`config.mk`:
```
export PLATFORM = sky130hd
export DESIGN_NAME = abc_vector_sequencer
export DESIGN_NICKNAME = d
export VERILOG_FILES = /design/src/rtl/abc_seq_pkg.sv /design/src/rtl/abc_hold_timer.sv /design/src/rtl/abc_vector_sequencer.sv
export SDC_FILE = /design/constraint.sdc
export NUM_CORES = 1
export LEC_CHECK = 0
export ABC_CLOCK_PERIOD_IN_PS = 1400
export CELL_PAD_IN_SITES_DETAIL_PLACEMENT = 1
export CELL_PAD_IN_SITES_GLOBAL_PLACEMENT = 1
export CORE_MARGIN = 5
export CORE_UTILIZATION = 32
export DETAILED_ROUTE_END_ITERATION = 6
export GPL_ROUTABILITY_DRIVEN = 0
export PLACE_DENSITY_LB_ADDON = 0.1
export SKIP_CTS_REPAIR_TIMING = 1
export SLEW_MARGIN = 20
export SYNTH_ARGS = -nofsm -noshare
export SYNTH_HDL_FRONTEND = slang
export SYNTH_SLANG_ARGS = --single-unit
```
`constraint.sdc`:
```
create_clock -name clk -period 1.4 [get_ports clk]
set_input_delay 0.28 -clock clk [delete_from_list [all_inputs] [get_ports clk]]
set_output_delay 0.28 -clock clk [all_outputs]
set_load 0.1 [all_outputs]
```
`src/rtl/abc_seq_pkg.sv`:
```
// Shared definitions for the a/b/c vector sequencer: state encoding,
// the fixed table-order stimulus, and the helpers that size the hold
// counter and pick the vector for a given index.
package abc_seq_pkg;

   // Sequencer states: waiting, driving vectors, finished with results held
   typedef enum logic [1:0] {
      IDLE,
      APPLY,
      DONE
   } seq_state_t;

   localparam int NUM_VEC = 8;

   // Table order, element k is {a,b,c} for vector k (element 0 is the LSBs)
   localparam logic [NUM_VEC-1:0][2:0] TABLE_ORDER = {
      3'b011, 3'b100, 3'b000, 3'b001,
      3'b010, 3'b110, 3'b101, 3'b111
   };

   // The hold counter runs 0..holdCycles-1, so it never needs fewer than one bit
   function automatic int holdWidth(input int holdCycles);
      return (holdCycles > 1) ? $clog2(holdCycles) : 1;
   endfunction

   // Binary mode drives the index itself; table mode looks the vector up
   function automatic logic [2:0] vectorFor(input logic binaryMode, input logic [2:0] idx);
      if (binaryMode) begin
         return idx;
      end
      return TABLE_ORDER[idx];
   endfunction

endpackage

```
`src/rtl/abc_hold_timer.sv`:
```
// Counts how long the current vector has been on the a/b/c pins and
// flags the last cycle of the hold window so the sequencer knows when
// to sample the driven block and advance.
module abc_hold_timer
   import abc_seq_pkg::*;
#(
   parameter int HOLD_CYCLES = 1
) (
   input  logic clk,
   input  logic reset,
   input  logic clear,
   input  logic enable,
   output logic last
);

   localparam int CW = holdWidth(HOLD_CYCLES);
   localparam logic [CW-1:0] LAST_COUNT = CW'(HOLD_CYCLES - 1);

   logic [CW-1:0] count;

   // Clear parks the counter at zero so every new vector starts a fresh
   // window; while enabled it wraps back to zero after the last count.
   always_ff @(posedge clk) begin
      if (reset || clear) begin
         count <= '0;
      end else if (enable) begin
         if (count == LAST_COUNT) begin
            count <= '0;
         end else begin
            count <= count + CW'(1);
         end
      end
   end

   // The strobe is only meaningful while the window is actually running,
   // so it is gated by enable to make a disabled timer never fire.
   assign last = enable && (count == LAST_COUNT);

endmodule

```
`src/rtl/abc_vector_sequencer.sv`:
```
// Self-timed stimulus driver for the 3-input `silly` block. On start it
// walks eight a/b/c vectors (table or binary order), holds each one for
// HOLD_CYCLES clocks, and records the returned y/sum into 8-bit logs.
module abc_vector_sequencer
   import abc_seq_pkg::*;
#(
   parameter int HOLD_CYCLES = 1,
   parameter bit LOOP        = 1'b0
) (
   input  logic       clk,
   input  logic       reset,
   input  logic       start,
   input  logic       mode,
   input  logic       abort,
   input  logic       y_in,
   input  logic       sum_in,
   output logic       a,
   output logic       b,
   output logic       c,
   output logic       valid,
   output logic       busy,
   output logic       done,
   output logic [2:0] vec_idx,
   output logic [7:0] y_log,
   output logic [7:0] sum_log
);

   localparam logic [2:0] LAST_IDX = 3'(NUM_VEC - 1);

   seq_state_t state;
   logic       modeLatched;
   logic       holdLast;
   logic       timerClear;
   logic       timerEnable;

   // The window only runs in APPLY; an abort stops it on the same edge so
   // the capture that would have happened there is suppressed.
   assign timerClear  = (state != APPLY) || abort;
   assign timerEnable = (state == APPLY) && !abort;

   abc_hold_timer #(
      .HOLD_CYCLES(HOLD_CYCLES)
   ) holdTimer (
      .clk    (clk),
      .reset  (reset),
      .clear  (timerClear),
      .enable (timerEnable),
      .last   (holdLast)
   );

   // Main sequencer. Reset beats abort, abort beats everything else. A
   // start is only honoured from IDLE or DONE and latches the ordering
   // mode for the whole run. At the end of each hold window the driven
   // block's outputs are logged for the current vector, then the next
   // vector is put out, the sequence wraps (LOOP) or the run finishes
   // with the last vector left on the pins.
   always_ff @(posedge clk) begin
      if (reset) begin
         state       <= IDLE;
         modeLatched <= 1'b0;
         {a, b, c}   <= 3'b000;
         valid       <= 1'b0;
         busy        <= 1'b0;
         done        <= 1'b0;
         vec_idx     <= '0;
         y_log       <= '0;
         sum_log     <= '0;
      end else if (abort) begin
         state     <= IDLE;
         {a, b, c} <= 3'b000;
         valid     <= 1'b0;
         busy      <= 1'b0;
         done      <= 1'b0;
         vec_idx   <= '0;
      end else begin
         case (state)
            IDLE, DONE: begin
               if (start) begin
                  state       <= APPLY;
                  modeLatched <= mode;
                  y_log       <= '0;
                  sum_log     <= '0;
                  vec_idx     <= '0;
                  {a, b, c}   <= vectorFor(mode, 3'd0);
                  valid       <= 1'b1;
                  busy        <= 1'b1;
                  done        <= 1'b0;
               end
            end
            APPLY: begin
               if (holdLast) begin
                  y_log[vec_idx]   <= y_in;
                  sum_log[vec_idx] <= sum_in;
                  if (vec_idx != LAST_IDX) begin
                     vec_idx   <= vec_idx + 3'd1;
                     {a, b, c} <= vectorFor(modeLatched, vec_idx + 3'd1);
                  end else if (LOOP) begin
                     vec_idx   <= '0;
                     {a, b, c} <= vectorFor(modeLatched, 3'd0);
                  end else begin
                     state <= DONE;
                     valid <= 1'b0;
                     busy  <= 1'b0;
                     done  <= 1'b1;
                  end
               end
            end
            default: begin
               state <= IDLE;
            end
         endcase
      end
   end

endmodule
```
* Yosys cells after proc, flatten, opt, wreduce, memory -nomap -nowiden
Memory sizes are Yosys's and may differ from the RTL's.
Index checks and enable logic that the tools add are counted.
** Operators by class
- Equal/unequal tests :: 8
- Order comparisons :: 3
- Bitwise gates (word level) :: 2
- Reduce and logical (&&, ||, !) cells :: 15
- Multiplexer cells :: 54
- Add/sub/neg operators :: 2
** Operators with widths (count)
- 8-bit case mux with 2 select lines :: 2
- 1-bit two-way mux :: 28
- 3-bit two-way mux :: 8
- 8-bit two-way mux :: 3
- 8-bit bitwise mux :: 2
- 4-bit AND reduction :: 3
- 1-bit case mux with 2 select lines :: 5
- 3-bit by 4-bit less-than comparator with 1-bit output (second input constant) :: 2
- 2-bit two-way mux :: 3
- 2-bit != test (second input constant) :: 3
- 3-bit case mux with 2 select lines :: 1
- 3-bit AND reduction :: 2
- 2-bit by 1-bit != test with 1-bit output (second input constant) :: 2
- 2-bit case mux with 2 select lines :: 1
- 2-bit OR reduction :: 2
- 3-bit by 1-bit adder with 3-bit output (second input constant) :: 1
- 1-bit demux with 3-bit select :: 1
- 3-bit by 1-bit >= comparator with 1-bit output (second input constant) :: 1
- 1-bit logical AND :: 3
- 3-bit != test (second input constant) :: 1
- 2-bit by 1-bit == test with 1-bit output (second input constant) :: 1
- 2-bit == test (second input constant) :: 1
- 2-bit logical NOT :: 1
- 1-bit logical OR :: 2
- 4 further kinds :: 5
** Storage, ports and cells
- Memories :: 1
- ROM bits :: 24
- Bits in registers :: 28
- Bits of input ports :: 7
- Logic and storage cells :: 96
- Output and inout port bits :: 25
** Memory list
- (name not given) :: words 8, width 3, rd ports 1, clocked after memory_dff 0, write ports 0, RTL line abc_seq_pkg.sv:31 : return TABLE_ORDER[idx];

* Logic depth before layout (Yosys ltp)
- Depth after elaboration :: 11
- Gate-level depth with buffers :: 6
- Depth with buffers taken out :: 6

* Modules after synthesis
A second synthesis with hierarchy kept.
** Second synthesis, totals
- Cells, all modules :: 156
- Area, all modules :: 1487.7 um^2
** Modules (own cells, without submodules)
- abc_vector_sequencer :: cells each 155, area each 1480.2 um^2, times used 1, sequential area each 540.5 um^2
- abc_hold_timer :: cells each 1, area each 7.5 um^2, times used 1, sequential area each 0.0 um^2

* Least setup slack after synthesis
No wires, ideal clock.
- Path kind :: reg-to-reg
- From :: register vec_idx[1]
- To :: register c
- Required time :: 1.330 ns
- Period minus slack after synthesis :: 2.277 ns
- Path slack :: -0.877 ns
- Stages on the path, launching flop included :: 7
- Data arrival time :: 2.207 ns
- Library setup time :: 0.070 ns
- Path buffers :: 0
- Path through :: dfxtp_1 > ha_1 > ha_1 > nor2b_1 > o32ai_1 > nand2_1 > a21oi_1
** On the way
- Cells in the longest elaborated chain, start to end :: 7
- Elaborated cells between the ends (all ways) :: 10
- Those cells by class :: add/sub: 1; eq/ne: 2; mux: 5; reduce/logical: 1; memory: 1
** RTL lines
- start, declared :: RTL line abc_vector_sequencer.sv:23 : output logic [2:0] vec_idx,
- start signal, assigned :: RTL line abc_vector_sequencer.sv:95 : vec_idx <= vec_idx + 3'd1;
- 3-bit by 1-bit adder with 3-bit output :: RTL line abc_vector_sequencer.sv:96 : {a, b, c} <= vectorFor(modeLatched, vec_idx + 3'd1);
- memory read 8 x 3 bit
- 3-bit two-way mux (implied by the code) :: RTL line abc_seq_pkg.sv:31
- 3-bit two-way mux :: RTL line abc_seq_pkg.sv:31
- 1-bit two-way mux :: RTL line abc_vector_sequencer.sv:94 : if (vec_idx != LAST_IDX) begin
- 1-bit two-way mux :: RTL line abc_vector_sequencer.sv:91 : if (holdLast) begin
- 1-bit case mux with 2 select lines :: RTL line abc_vector_sequencer.sv:76 : case (state)
- end signal, assigned :: RTL line abc_vector_sequencer.sv:84 : {a, b, c} <= vectorFor(mode, 3'd0);
- end signal, assigned :: RTL line abc_vector_sequencer.sv:96
- end signal, assigned :: RTL line abc_vector_sequencer.sv:99 : {a, b, c} <= vectorFor(modeLatched, 3'd0);
- end, declared :: RTL line abc_vector_sequencer.sv:19 : output logic c,
Several ways; a longest one is shown, not always the timed one. The select of a mux whose other input is x is not followed.
A chain may end at the register's enable or synchronous reset.

* Worst setup path in the final report
- From :: register vec_idx[0]
- To :: register a
** On the way
- Cells in the longest elaborated chain, start to end :: 7
- Elaborated cells between the ends (all ways) :: 11
- Those cells by class :: add/sub: 1; eq/ne: 2; mux: 6; reduce/logical: 1; memory: 1
** RTL lines
- 3-bit by 1-bit adder with 3-bit output :: RTL line abc_vector_sequencer.sv:96
- memory read 8 x 3 bit
- 3-bit two-way mux (implied by the code) :: RTL line abc_seq_pkg.sv:31
- 3-bit two-way mux :: RTL line abc_seq_pkg.sv:31
- 1-bit two-way mux :: RTL line abc_vector_sequencer.sv:94
- 1-bit two-way mux :: RTL line abc_vector_sequencer.sv:91
- 1-bit case mux with 2 select lines :: RTL line abc_vector_sequencer.sv:76
- end signal, assigned :: RTL line abc_vector_sequencer.sv:84
- end signal, assigned :: RTL line abc_vector_sequencer.sv:96
- end signal, assigned :: RTL line abc_vector_sequencer.sv:99
- end, declared :: RTL line abc_vector_sequencer.sv:17 : output logic a,
Several ways; a longest one is shown, not always the timed one. The select of a mux whose other input is x is not followed.

==> out/metrics.yaml <==
grt_overflow: 0
yosys_warnings: 0
hpwlAfterDp_um: 3050
io_pins: 32
min_path_type: "reg -> reg"
core.rowCount: 23
start_util_pct: 32.9
crit_family: "compound AO/OA/AOI/OAI gates"
path_cells: "ha_4 -> ha_4 -> buf_4 -> o32ai_2 -> a21oi_1"
postSynth.asyncResetShare_pct: 0
wl_per_cell_um: 15.5
setup_tns_ps: -126
syn2layout_area_growth_pct: 69.1
clk_path_buf_depth: 2
cts_buffers: 3
cts_tree: "built"
nNetsFinal: 212
synth_nets: 164
ys.flop_type: "dfxtp_1"
vias_per_cell: 5.08
io_buffers: 31
rsz0062_at_grt: "true"
critPathArrivalTime_ps: 1590
crit_path_start_kind: "register"
p_leak_nw: 0.813
cts.htree.levels: 1
yosysSeqAreaShare_pct: 41.4
drive_above_1_share_pct: 39.1
fin_crit_sh_pct: 103
grt_max_degree: 17
path_clk_slew_ps: 90
drt-initial-drc-count: 55
clock_sinks: 27
pre_cts_ws_ps: -294
max_clock_freq_mhz: 694
p_per_area_nw_per_um2: 688
netlist_area_um2: 1310
netlist_instances: 155
core_area_um2: 3970
relSlewSlack_pct: 76.0
ys_ff_latch: 27
grt_pass1_vias: 1356
synth-edff-count: 0
drv_slew: 0
insertion_delay_ps: 270
fin_crit_ps: 1440
critical_path_required_ps: 1550
antenna_found_initial: 0
cp_max_fo: 4
setup_violations: 6
path_buf_inv: 1
antenna_cells: 0
grt_usage_pct: 14.9
violations: "setup timing"
fp.dieW_um: 73.9
r2r_slack_ps: -40
cp_slowest_stage_delay_ps: 380
ir_drop_v: 0.000334
endpoint_kind: "register"
dr.pass1.iters: 4
setup_slack_ps: -40.1
ant_nets: 0
syn_area_per_cell_um2: 8.42
status: "finished, violations left"
vias: 1280
die_y_um: 73.9
grt_pass1_wl_um: 6380
clock-root-buffer: "clkbuf_8"
dieArea_um2: 5460
drcViolationCount: 0
routed_wl_um: 3900
clock_skew_ps: 1.66
cp_common_cell: "ha_4"
worst_pin_slew_ps: 354
finalHoldViolations: 0
path_class: "reg -> reg"
synth_cell_types: 33
max-cap-violations: 0
cp_slowest_cell: "o32ai_2"
-- registers in the layout, summed over array words and instances (netlist names) --
signal       flops
a                1
b                1
busy             1
c                1
done             1
modeLatched      1
state            2
sum_log          8
vec_idx          3
y_log            8
-- power breakdown --
group,internal (mW),switching (mW)
Clock,0.204,0.250
Sequential,0.773,0.0162
Combinational,0.112,0.163
-- logic make-up after synthesis --
family / count (synthesis) / share of synthesized area, %
mux: 2 / 1.53
simple gates: 56 / 23.4
compound gates: 56 / 25.9
flops: 27 / 41.4
buf+inv: 12 / 5.85
fa+ha+maj: 2 / 1.92
-- stage by stage --
stage / cells / cell area (um2) / hold slack (ps) / util (%) / total power [mW]
finish: 252 / 2210 / 515 / 55.6 / 1.52
global placement: 245 / 2060 / 507 / 51.8 / 1.06
floorplan: 155 / 1340 / 427 / - / 0.963
global route: 252 / 2210 / 533 / 55.6 / 1.58
detailed placement: 245 / 2060 / 512 / 51.8 / 1.07
CTS: 249 / 2100 / 525 / 52.9 / 1.51
-- worst paths after layout --
kind	cells past startpoint	end	from
worst max-delay path	5	a	vec_idx[0]
worst min-delay path	2	y_log[4]	y_log[4]
worst max register to register	5	a	vec_idx[0]
worst min register to register	2	y_log[4]	y_log[4]
-- cell usage after synthesis, types with 3 or more instances --
| library cell | count | area share, % |
|---|---|---|
| nand2_1 | 19 | 5.5 |
| buf_2 | 4 | 1.5 |
| clkbuf_1 | 3 | 0.86 |
| and3b_1 | 3 | 2.0 |
| dfxtp_1 | 27 | 41 |
| nor2b_1 | 4 | 1.9 |
| buf_6 | 3 | 2.6 |
| o21ai_1 | 18 | 6.9 |
| nor2_1 | 14 | 4.0 |
| nand2b_1 | 3 | 1.4 |
| a21oi_1 | 26 | 10 |
| nand3_1 | 4 | 1.5 |
-- layout by cell type (no fill, tap or decap), drive strengths merged --
cell type	count
clkbuf	4
and3	1
o32ai	2
o21a	1
nor3	1
a21oi	26
nor3b	4
and3b	3
o31ai	2
a2111oi	1
or2	1
a31oi	1
ha	2
and2b	1
inv	1
nor2b	4
nor2	14
or3b	1
nand2b	3
clkdlybuf4s50	6
o21ai	20
o311ai	2
dfxtp	27
nand2	19
nand3	4
a21o	1
buf	48
mux2i	2
-- final cells by class --
type | count | area, um2
inverter | 1 | 3.75
tap | 50 | 62.6
sequential | 27 | 554
fill | 445 | 1760
multi-input combinational | 116 | 792
clock buffer | 4 | 45.0
timing repair buffer | 54 | 749
-- routing by layer --
layer / vias to the layer above / GRT usage, % / part of all wire, %
li1: 641 / - / -
met1: 616 / 18.4 / 43
met2: 19 / 27.2 / 53
met3: 4 / 2.05 / 2.9
met4: 0 / 3.02 / 0.72
met5: - / 0 / 0
-- worst min-delay path, delay by kind of cell (launching register included) --
family	cells	cell delay, ps
AOI/OAI and AO/OA	2	120
DFF	1	360
(Power assumes the default switching activity.)
